## config.mk

```make
export PLATFORM = sky130hd
export DESIGN_NAME = rr_logb_flow_ctrl
export DESIGN_NICKNAME = d
export VERILOG_FILES = /design/src/rtl/rr_logb_flow_ctrl.sv
export SDC_FILE = /design/constraint.sdc
export NUM_CORES = 1
export LEC_CHECK = 0
export CAP_MARGIN = 20
export CORE_MARGIN = 1
export CORE_UTILIZATION = 50
export DETAILED_ROUTE_END_ITERATION = 10
export PLACE_DENSITY = 0.73
export SETUP_SLACK_MARGIN = 0.02
export SYNTH_ARGS = -nofsm -noshare
export SYNTH_HDL_FRONTEND = slang
export SYNTH_SLANG_ARGS = --single-unit
```

## constraint.sdc

```tcl
create_clock -name clk -period 7 [get_ports clk]
set_clock_uncertainty 0.15 [all_clocks]
set_input_delay 1.4 -clock clk [delete_from_list [all_inputs] [get_ports clk]]
set_output_delay 1.4 -clock clk [all_outputs]
set_load 0.01 [all_outputs]
```

## src/rtl/rr_logb_flow_ctrl.sv

```systemverilog
// Flow controller for the packed logging bus: tracks staging-buffer occupancy in bits,
// offers fixed-width drain beats, drives almful with hysteresis and sequences flushes.
`timescale 1ns/1ps
module rr_logb_flow_ctrl #(
    parameter  int unsigned BUF_BITS   = 32768,
    parameter  int unsigned MAX_LEN    = 1024,
    parameter  int unsigned BEAT_WIDTH = 512,
    parameter  int unsigned PIPE_LAT   = 4,
    parameter  int unsigned HYST_BITS  = 512,
    parameter  int unsigned LO_EXTRA   = 2048,
    localparam int unsigned OW = $clog2(MAX_LEN + 1),
    localparam int unsigned BW = $clog2(BEAT_WIDTH + 1),
    localparam int unsigned CW = $clog2(BUF_BITS + 1)
) (
    input  logic          clk,
    input  logic          rstn,
    input  logic          plogb_any_valid,
    input  logic [OW-1:0] plogb_len,
    output logic          drain_req,
    output logic [BW-1:0] drain_len,
    input  logic          drain_ack,
    output logic          logb_almful_hi,
    output logic          logb_almful_lo,
    input  logic          flush_req,
    output logic          flush_busy,
    output logic          flush_done,
    output logic [CW-1:0] occupancy,
    output logic          overflow_err
);

    localparam int unsigned HI_TH    = (2 * PIPE_LAT + 2) * MAX_LEN;
    localparam int unsigned LO_TH    = HI_TH + LO_EXTRA;
    localparam int unsigned WAIT_CNT = 2 * PIPE_LAT + 1;
    localparam int unsigned CTW      = $clog2(WAIT_CNT + 1);

    localparam logic [CW:0] BUF_W  = (CW+1)'(BUF_BITS);
    localparam logic [CW:0] HI_SET = (CW+1)'(HI_TH);
    localparam logic [CW:0] HI_CLR = (CW+1)'(HI_TH + HYST_BITS);
    localparam logic [CW:0] LO_SET = (CW+1)'(LO_TH);
    localparam logic [CW:0] LO_CLR = (CW+1)'(LO_TH + HYST_BITS);

    typedef enum logic [1:0] {
        RUN      = 2'd0,
        FL_WAIT  = 2'd1,
        FL_DRAIN = 2'd2,
        DONE     = 2'd3
    } state_t;

    state_t         state;
    logic [CTW-1:0] wait_cnt;
    logic           hi_thr;
    logic           lo_thr;

    logic [CW:0]    add_w;
    logic [CW:0]    pop_w;
    logic [CW:0]    sum_w;
    logic [CW:0]    free_w;
    logic [CW-1:0]  occ_nx;
    logic           ovf_w;
    logic           hi_thr_nx;
    logic           lo_thr_nx;
    logic           busy_nx;

    // Beat offer is combinational from registers only; a partial beat is offered only while draining a flush.
    assign drain_req = (occupancy >= CW'(BEAT_WIDTH)) || ((state == FL_DRAIN) && (occupancy != '0));
    assign drain_len = (occupancy >= CW'(BEAT_WIDTH)) ? BW'(BEAT_WIDTH) : BW'(occupancy);

    always_comb begin
        add_w     = '0;
        pop_w     = '0;
        hi_thr_nx = hi_thr;
        lo_thr_nx = lo_thr;
        if (plogb_any_valid) begin
            add_w = (CW+1)'(plogb_len);
        end
        if (drain_req && drain_ack) begin
            pop_w = (CW+1)'(drain_len);
        end
        sum_w  = (CW+1)'(occupancy) + add_w - pop_w;
        ovf_w  = (sum_w > BUF_W);
        occ_nx = ovf_w ? CW'(BUF_BITS) : sum_w[CW-1:0];
        free_w = BUF_W - (CW+1)'(occupancy);
        // Hysteresis: set below threshold, clear only once HYST_BITS of extra room exists.
        if (free_w < HI_SET) begin
            hi_thr_nx = 1'b1;
        end else if (free_w >= HI_CLR) begin
            hi_thr_nx = 1'b0;
        end
        if (free_w < LO_SET) begin
            lo_thr_nx = 1'b1;
        end else if (free_w >= LO_CLR) begin
            lo_thr_nx = 1'b0;
        end
        busy_nx = (state == RUN) ? flush_req : (state != DONE);
    end

    always_ff @(posedge clk) begin
        if (!rstn) begin
            state          <= RUN;
            wait_cnt       <= '0;
            occupancy      <= '0;
            overflow_err   <= 1'b0;
            hi_thr         <= 1'b0;
            lo_thr         <= 1'b0;
            logb_almful_hi <= 1'b0;
            logb_almful_lo <= 1'b0;
            flush_busy     <= 1'b0;
            flush_done     <= 1'b0;
        end else begin
            occupancy      <= occ_nx;
            overflow_err   <= overflow_err | ovf_w;
            hi_thr         <= hi_thr_nx;
            lo_thr         <= lo_thr_nx;
            logb_almful_hi <= busy_nx | hi_thr_nx;
            logb_almful_lo <= busy_nx | lo_thr_nx;
            flush_busy     <= busy_nx;
            flush_done     <= 1'b0;
            case (state)
                RUN: begin
                    if (flush_req) begin
                        state    <= FL_WAIT;
                        wait_cnt <= CTW'(WAIT_CNT);
                    end
                end
                // Wait out data already in flight between almful and the logger inputs.
                FL_WAIT: begin
                    if (wait_cnt <= CTW'(1)) begin
                        state    <= FL_DRAIN;
                        wait_cnt <= '0;
                    end else begin
                        wait_cnt <= wait_cnt - CTW'(1);
                    end
                end
                FL_DRAIN: begin
                    if ((occupancy == '0) && (add_w == '0)) begin
                        state      <= DONE;
                        flush_done <= 1'b1;
                    end
                end
                DONE: begin
                    state <= RUN;
                end
                default: begin
                    state <= RUN;
                end
            endcase
        end
    end

endmodule
```

## Word level (Yosys, flattened, before mapping)

Index checks and enable logic that the tools add are counted.

| storage, ports and cells | value |
|---|---|
| register bits | 29 |
| input bits | 16 |
| output and inout port bits | 32 |
| logic and storage cells | 63 |

| cells by class | value |
|---|---|
| $add $sub $neg | 4 |
| magnitude comparators | 7 |
| eq/ne operators | 7 |
| multiplexer cells | 17 |
| bitwise operators | 4 |
| reductions and logical operators | 13 |

Operators with widths:

| cell | number |
|---|---|
| $ge 17x14->1 const B | 2 |
| $lt 17x14->1 const B | 2 |
| $mux 10 | 2 |
| $add 16x17->17 | 1 |
| $gt 17x16->1 const B | 1 |
| $logic_not 17->1 | 1 |
| $sub 16x16->17 const A | 1 |
| $sub 17x17->17 | 1 |
| $ge 16x10->1 const B | 1 |
| $logic_not 16->1 | 1 |
| $mux 16 | 1 |
| $reduce_bool 16->1 | 1 |
| $mux 11 | 1 |
| $mux 4 | 2 |
| $pmux 2 s4 | 1 |
| $pmux 4 s2 | 1 |
| $mux 1 | 6 |
| $mux 2 | 3 |
| $ne 2x2->1 const B | 3 |
| $eq 2x2->1 const B | 2 |
| $le 4x1->1 const B | 1 |
| $reduce_and 2->1 | 2 |
| $sub 4x1->4 const B | 1 |
| $logic_and 1x1->1 | 3 |
| 9 further kinds | 11 |

## Longest topological paths before layout

| depth | value |
|---|---|
| depth after elaboration | 8 |
| mapped depth | 21 |
| mapped depth without buffers | 21 |

## Least setup slack after synthesis

OpenSTA, ideal clock, no wires.

| timing path | value |
|---|---|
| path type | input to register |
| start | input drain_ack |
| end | register occupancy[6] |
| arrival time | 4.315 ns |
| data required time | 6.759 ns |
| setup slack | 2.444 ns |
| stages | 14 |
| buffers on the path | 0 |
| path through | nand2_1 > nor2_1 > and2_1 > fa_1 > inv_1 > ha_1 > a211oi_4 > o21ai_2 > or2_4 > a41o_1 > a311oi_2 > xnor2_1 > a31oi_2 > nor4bb_1 |

| between the ends | value |
|---|---|
| cells in the longest elaborated chain, start to end | 5 |

RTL lines:

| what | RTL line | RTL |
|---|---|---|
| start: declaration | 21 | `input logic drain_ack,` |
| $logic_and 1x1->1 * | 76 | `if (drain_req && drain_ack) begin` |
| $mux 10 * | 76 |  |
| $sub 17x17->17 * | 79 | `sum_w = (CW+1)'(occupancy) + add_w - pop_w;` |
| $gt 17x16->1 | 80 | `ovf_w = (sum_w > BUF_W);` |
| $reduce_or 2->1 (no line) | - |  |
| end signal: assignment | 110 | `occupancy <= occ_nx;` |
| end: declaration | 27 | `output logic [CW-1:0] occupancy,` |

Mark *: on every way between the ends. The rest lies on a longest branch, timed or not.
A chain may end at the register's enable or synchronous reset.

## Worst setup path in the final report

| timing path | value |
|---|---|
| start | input drain_ack |
| end | register occupancy[13] |

The elaborated chain is that of the path after synthesis.

==> impl_metrics.tcl <==
set metrics [dict create \
    status "finished clean" \
    post_cts_buffers 0 \
    timing.final.crit_share 0.766 \
    path_max_fanout 10 \
    synth-simple-area-share 0.242 \
    syn_inst 367 \
    mostFrequentLayoutCell "inv_1" \
    synth_compound_area_frac 0.221 \
    cts-root-buf "clkbuf_8" \
    synthMuxAreaShare 0.00701 \
    end_kind "flop" \
    critical_path_class "input pin to flop" \
    drive_gt1_frac 0.0460 \
    routedWlPerCell_um 15.3 \
    p_seq_frac 0.192 \
    finalMaxSlewViolations 0 \
    area_delta_synth_final_pct 21.3 \
    synthXorXnorAreaFrac 0.0307 \
    clkTransAtPathRegs_ps 60 \
    ys_warn_count 0 \
    ant_nets 0 \
    antenna_found_initial 0 \
    grt_pass1_wl_um 12200 \
    nNetsFinal 469 \
    p_leak_uw 0.00148 \
    fin_setup_tns_ps 0 \
    fmax_mhz 186 \
    cp_top_family "simple AND/OR/NAND/NOR gates" \
    seq_area_frac_synth 0.203 \
    switching_share 0.466 \
    p_int_uw 692 \
    power.clock.fraction 0.137 \
    layout_common_cells "inv_1, clkdlybuf4s50_1, nand2_1, ha_1, dfxtp_1" \
    cts_buffer_depth 2 \
    num_vias 2704 \
    drc 0 \
    diodes 0 \
    die_area_mm2 0.00601 \
    rows 27 \
    post-place-ws_ps 1380 \
    slowest_stage "clkdlybuf4s50_1" \
    num-fill-cells 490 \
    path_buf_inv 3 \
    cts_tree "built" \
    relSlewSlack 0.620 \
    grt_util_all_layers 0.257 \
    peakVddDrop_mv 0.221 \
    max_stage_delay_ps 470 \
    p_sw_uw 603 \
    async_flop_share 0 \
    cap_violations 0 \
    syn-num-nets 424 \
    p_per_area_mw_per_mm2 374 \
    finalCriticalPeriod_ps 5360 \
    synth-adder-area-share 0.206 \
    clk_latency_ps 280 \
    globalRoute.totalOverflow 0 \
    dp_hpwl_um 5990 \
    h-tree-depth 2 \
    drtPass1Iterations 4 \
    numCtsBuffers 5 \
    synth_top_family_by_area "simple AND/OR/NAND/NOR gates" \
    ctsHoldBuffers 0 \
    setup_viol 0 \
    finish.utilization 0.628 \
    syn_area_mm2 0.00285 \
    rsz0062_at_grt "false" \
    worstPathArrival_ps 5410 \
    tightest_slew_ps 565 \
    grt_pass1_vias 2556 \
    critPathLaunchType "input pin" \
    hold_path_class "flop to flop" \
    grt_max_degree 15 \
    cts_resized 0 \
    synth-edff-count 0 \
    initial_utilization 0.518 \
    ys_types 57 \
    numClockSinks 29 \
    synth.avg_cell_area_um2 7.78 \
    total_power_uw 1290 \
    drt-total-wl_um 7440 \
    combPwrFrac 0.671 \
    crit_chain "clkdlybuf4s50_1, nand2_1, nor2_1, and2_1, ha_1, inv_1, ha_1, inv_1, fa_1, nand2b_1, a21oi_1, o31a_2, a21oi_1, o21ai_0, mux2i_1, nand2_2, nor2_1" \
    core_mm2 0.00551 \
    synth_ff_type "dfxtp_1" \
    io_pins 48 \
    ys_ff_latch 29 \
    cp.required_ps 7050 \
    hold_viol 0 \
    fp.dieW_um 77.6 \
    place.gp.congestion 0.895 \
    vias_per_cell 5.58 \
    finalWorstSetupSlack_ps 1640 \
    die_height_um 77.6 \
    drt_iter0_drc 178 \
    port_buffers 47 \
]
[path summary, 6_finish.rpt]
check | startpoint | to | slack [ps] | depth (start not counted)
max | drain_ack | occupancy[13]$_SDFF_PP0_ | 1640 | 17
min | state[1]$_SDFFE_PN0P_ | state[1]$_SDFFE_PN0P_ | 430 | 2
max reg2reg | occupancy[12]$_SDFF_PP0_ | occupancy[13]$_SDFF_PP0_ | 1770 | 22
min reg2reg | state[1]$_SDFFE_PN0P_ | state[1]$_SDFFE_PN0P_ | 430 | 2
[power by group through the flow]
| stage | clock, uW | combinational [uW] | sequential (uW) |
|---|---|---|---|
| after global placement | 0 | 842 | 250 |
| after detailed placement | 0 | 853 | 252 |
| after global routing | 192 | 958 | 255 |
| after floorplan | 0 | 614 | 252 |
| final | 178 | 869 | 248 |
| after CTS | 180 | 859 | 249 |
[cells by family after synthesis]
logic type,Yosys count
compound gates,92
fa+ha+maj,41
xor+xnor,10
simple gates,135
mux,2
buf+inv,58
flops,29
[cells in the mapped netlist, types with 2 or more instances]
library cell / count / area (um2)
nor3_1: 7 / 35.0
nand4_1: 5 / 31.3
nand2_1: 33 / 124
o22ai_1: 3 / 18.8
o211ai_1: 5 / 37.5
nand2b_1: 9 / 56.3
nor4_1: 6 / 37.5
a31oi_1: 4 / 25.0
nor2_1: 27 / 101
and3_1: 7 / 43.8
and2_1: 20 / 125
a21boi_0: 2 / 15.0
clkbuf_1: 4 / 15.0
o21a_1: 7 / 52.6
dfxtp_1: 29 / 581
xor2_1: 6 / 52.6
buf_6: 3 / 33.8
o21ai_0: 20 / 100
o2111ai_1: 2 / 17.5
a211oi_1: 2 / 15.0
ha_1: 31 / 388
xnor2_1: 4 / 35.0
or3_1: 3 / 18.8
o41ai_1: 2 / 17.5
fa_1: 10 / 200
o31ai_1: 2 / 15.0
inv_1: 48 / 180
nand3_1: 10 / 50.1
mux2i_1: 2 / 20.0
buf_4: 2 / 15.0
a21oi_1: 21 / 105
o21bai_1: 2 / 15.0
a21o_1: 5 / 37.5
[flip-flops by register name (all words and copies together) (netlist names)]
register        flops
lo_thr              1
hi_thr              1
flush_done          1
wait_cnt            4
occupancy          16
flush_busy          1
logb_almful_hi      1
logb_almful_lo      1
overflow_err        1
state               2
[stage by stage]
stage | cells | cell area, um2 | hold WS, ps
2_1_floorplan | 367 | 2850 | 355
3_3_place_gp | 477 | 3340 | 388
3_5_place_dp | 477 | 3340 | 419
4_1_cts | 485 | 3460 | 429
5_1_grt | 485 | 3460 | 459
6_report | 485 | 3460 | 429
[worst reg2reg max path: stages, from the launching register on]
cell and delay, ps:
dfxtp_1 400, inv_1 170, ha_1 280, o31ai_1 90, nand2_1 80, a21boi_0 190, buf_4 220, nand2_1 80
nor2_1 420, and2_1 210, ha_1 220, inv_1 60, ha_1 210, inv_1 80, fa_1 400, nand2b_1 180
a21oi_1 250, o31a_2 200, a21oi_1 80, o21ai_0 350, mux2i_1 460, nand2_2 210, nor2_1 180
[routing by layer]
| metal | vias up | wire length [um] | share of wire | global-route usage |
|---|---|---|---|---|
| li1 | 1357 | - | - | - |
| met1 | 1259 | 3550 | 0.48 | 0.350 |
| met4 | 0 | 97 | 0.013 | 0.0736 |
| met2 | 75 | 3390 | 0.46 | 0.409 |
| met3 | 13 | 397 | 0.053 | 0.0506 |
| met5 | - | 0 | 0 | 0 |
[area by class of cell]
type | instances | area (um2) | area share
Sequential cell | 29 | 581 | 0.168
Clock inverter | 1 | 30.0 | 0.00868
Inverter | 48 | 180 | 0.0521
Multi-Input combinational cell | 280 | 2020 | 0.582
Tap cell | 72 | 90.1 | 0.0260
Clock buffer | 7 | 86.3 | 0.0249
Timing Repair Buffer | 48 | 478 | 0.138
Power figures use the tool's default switching activity.
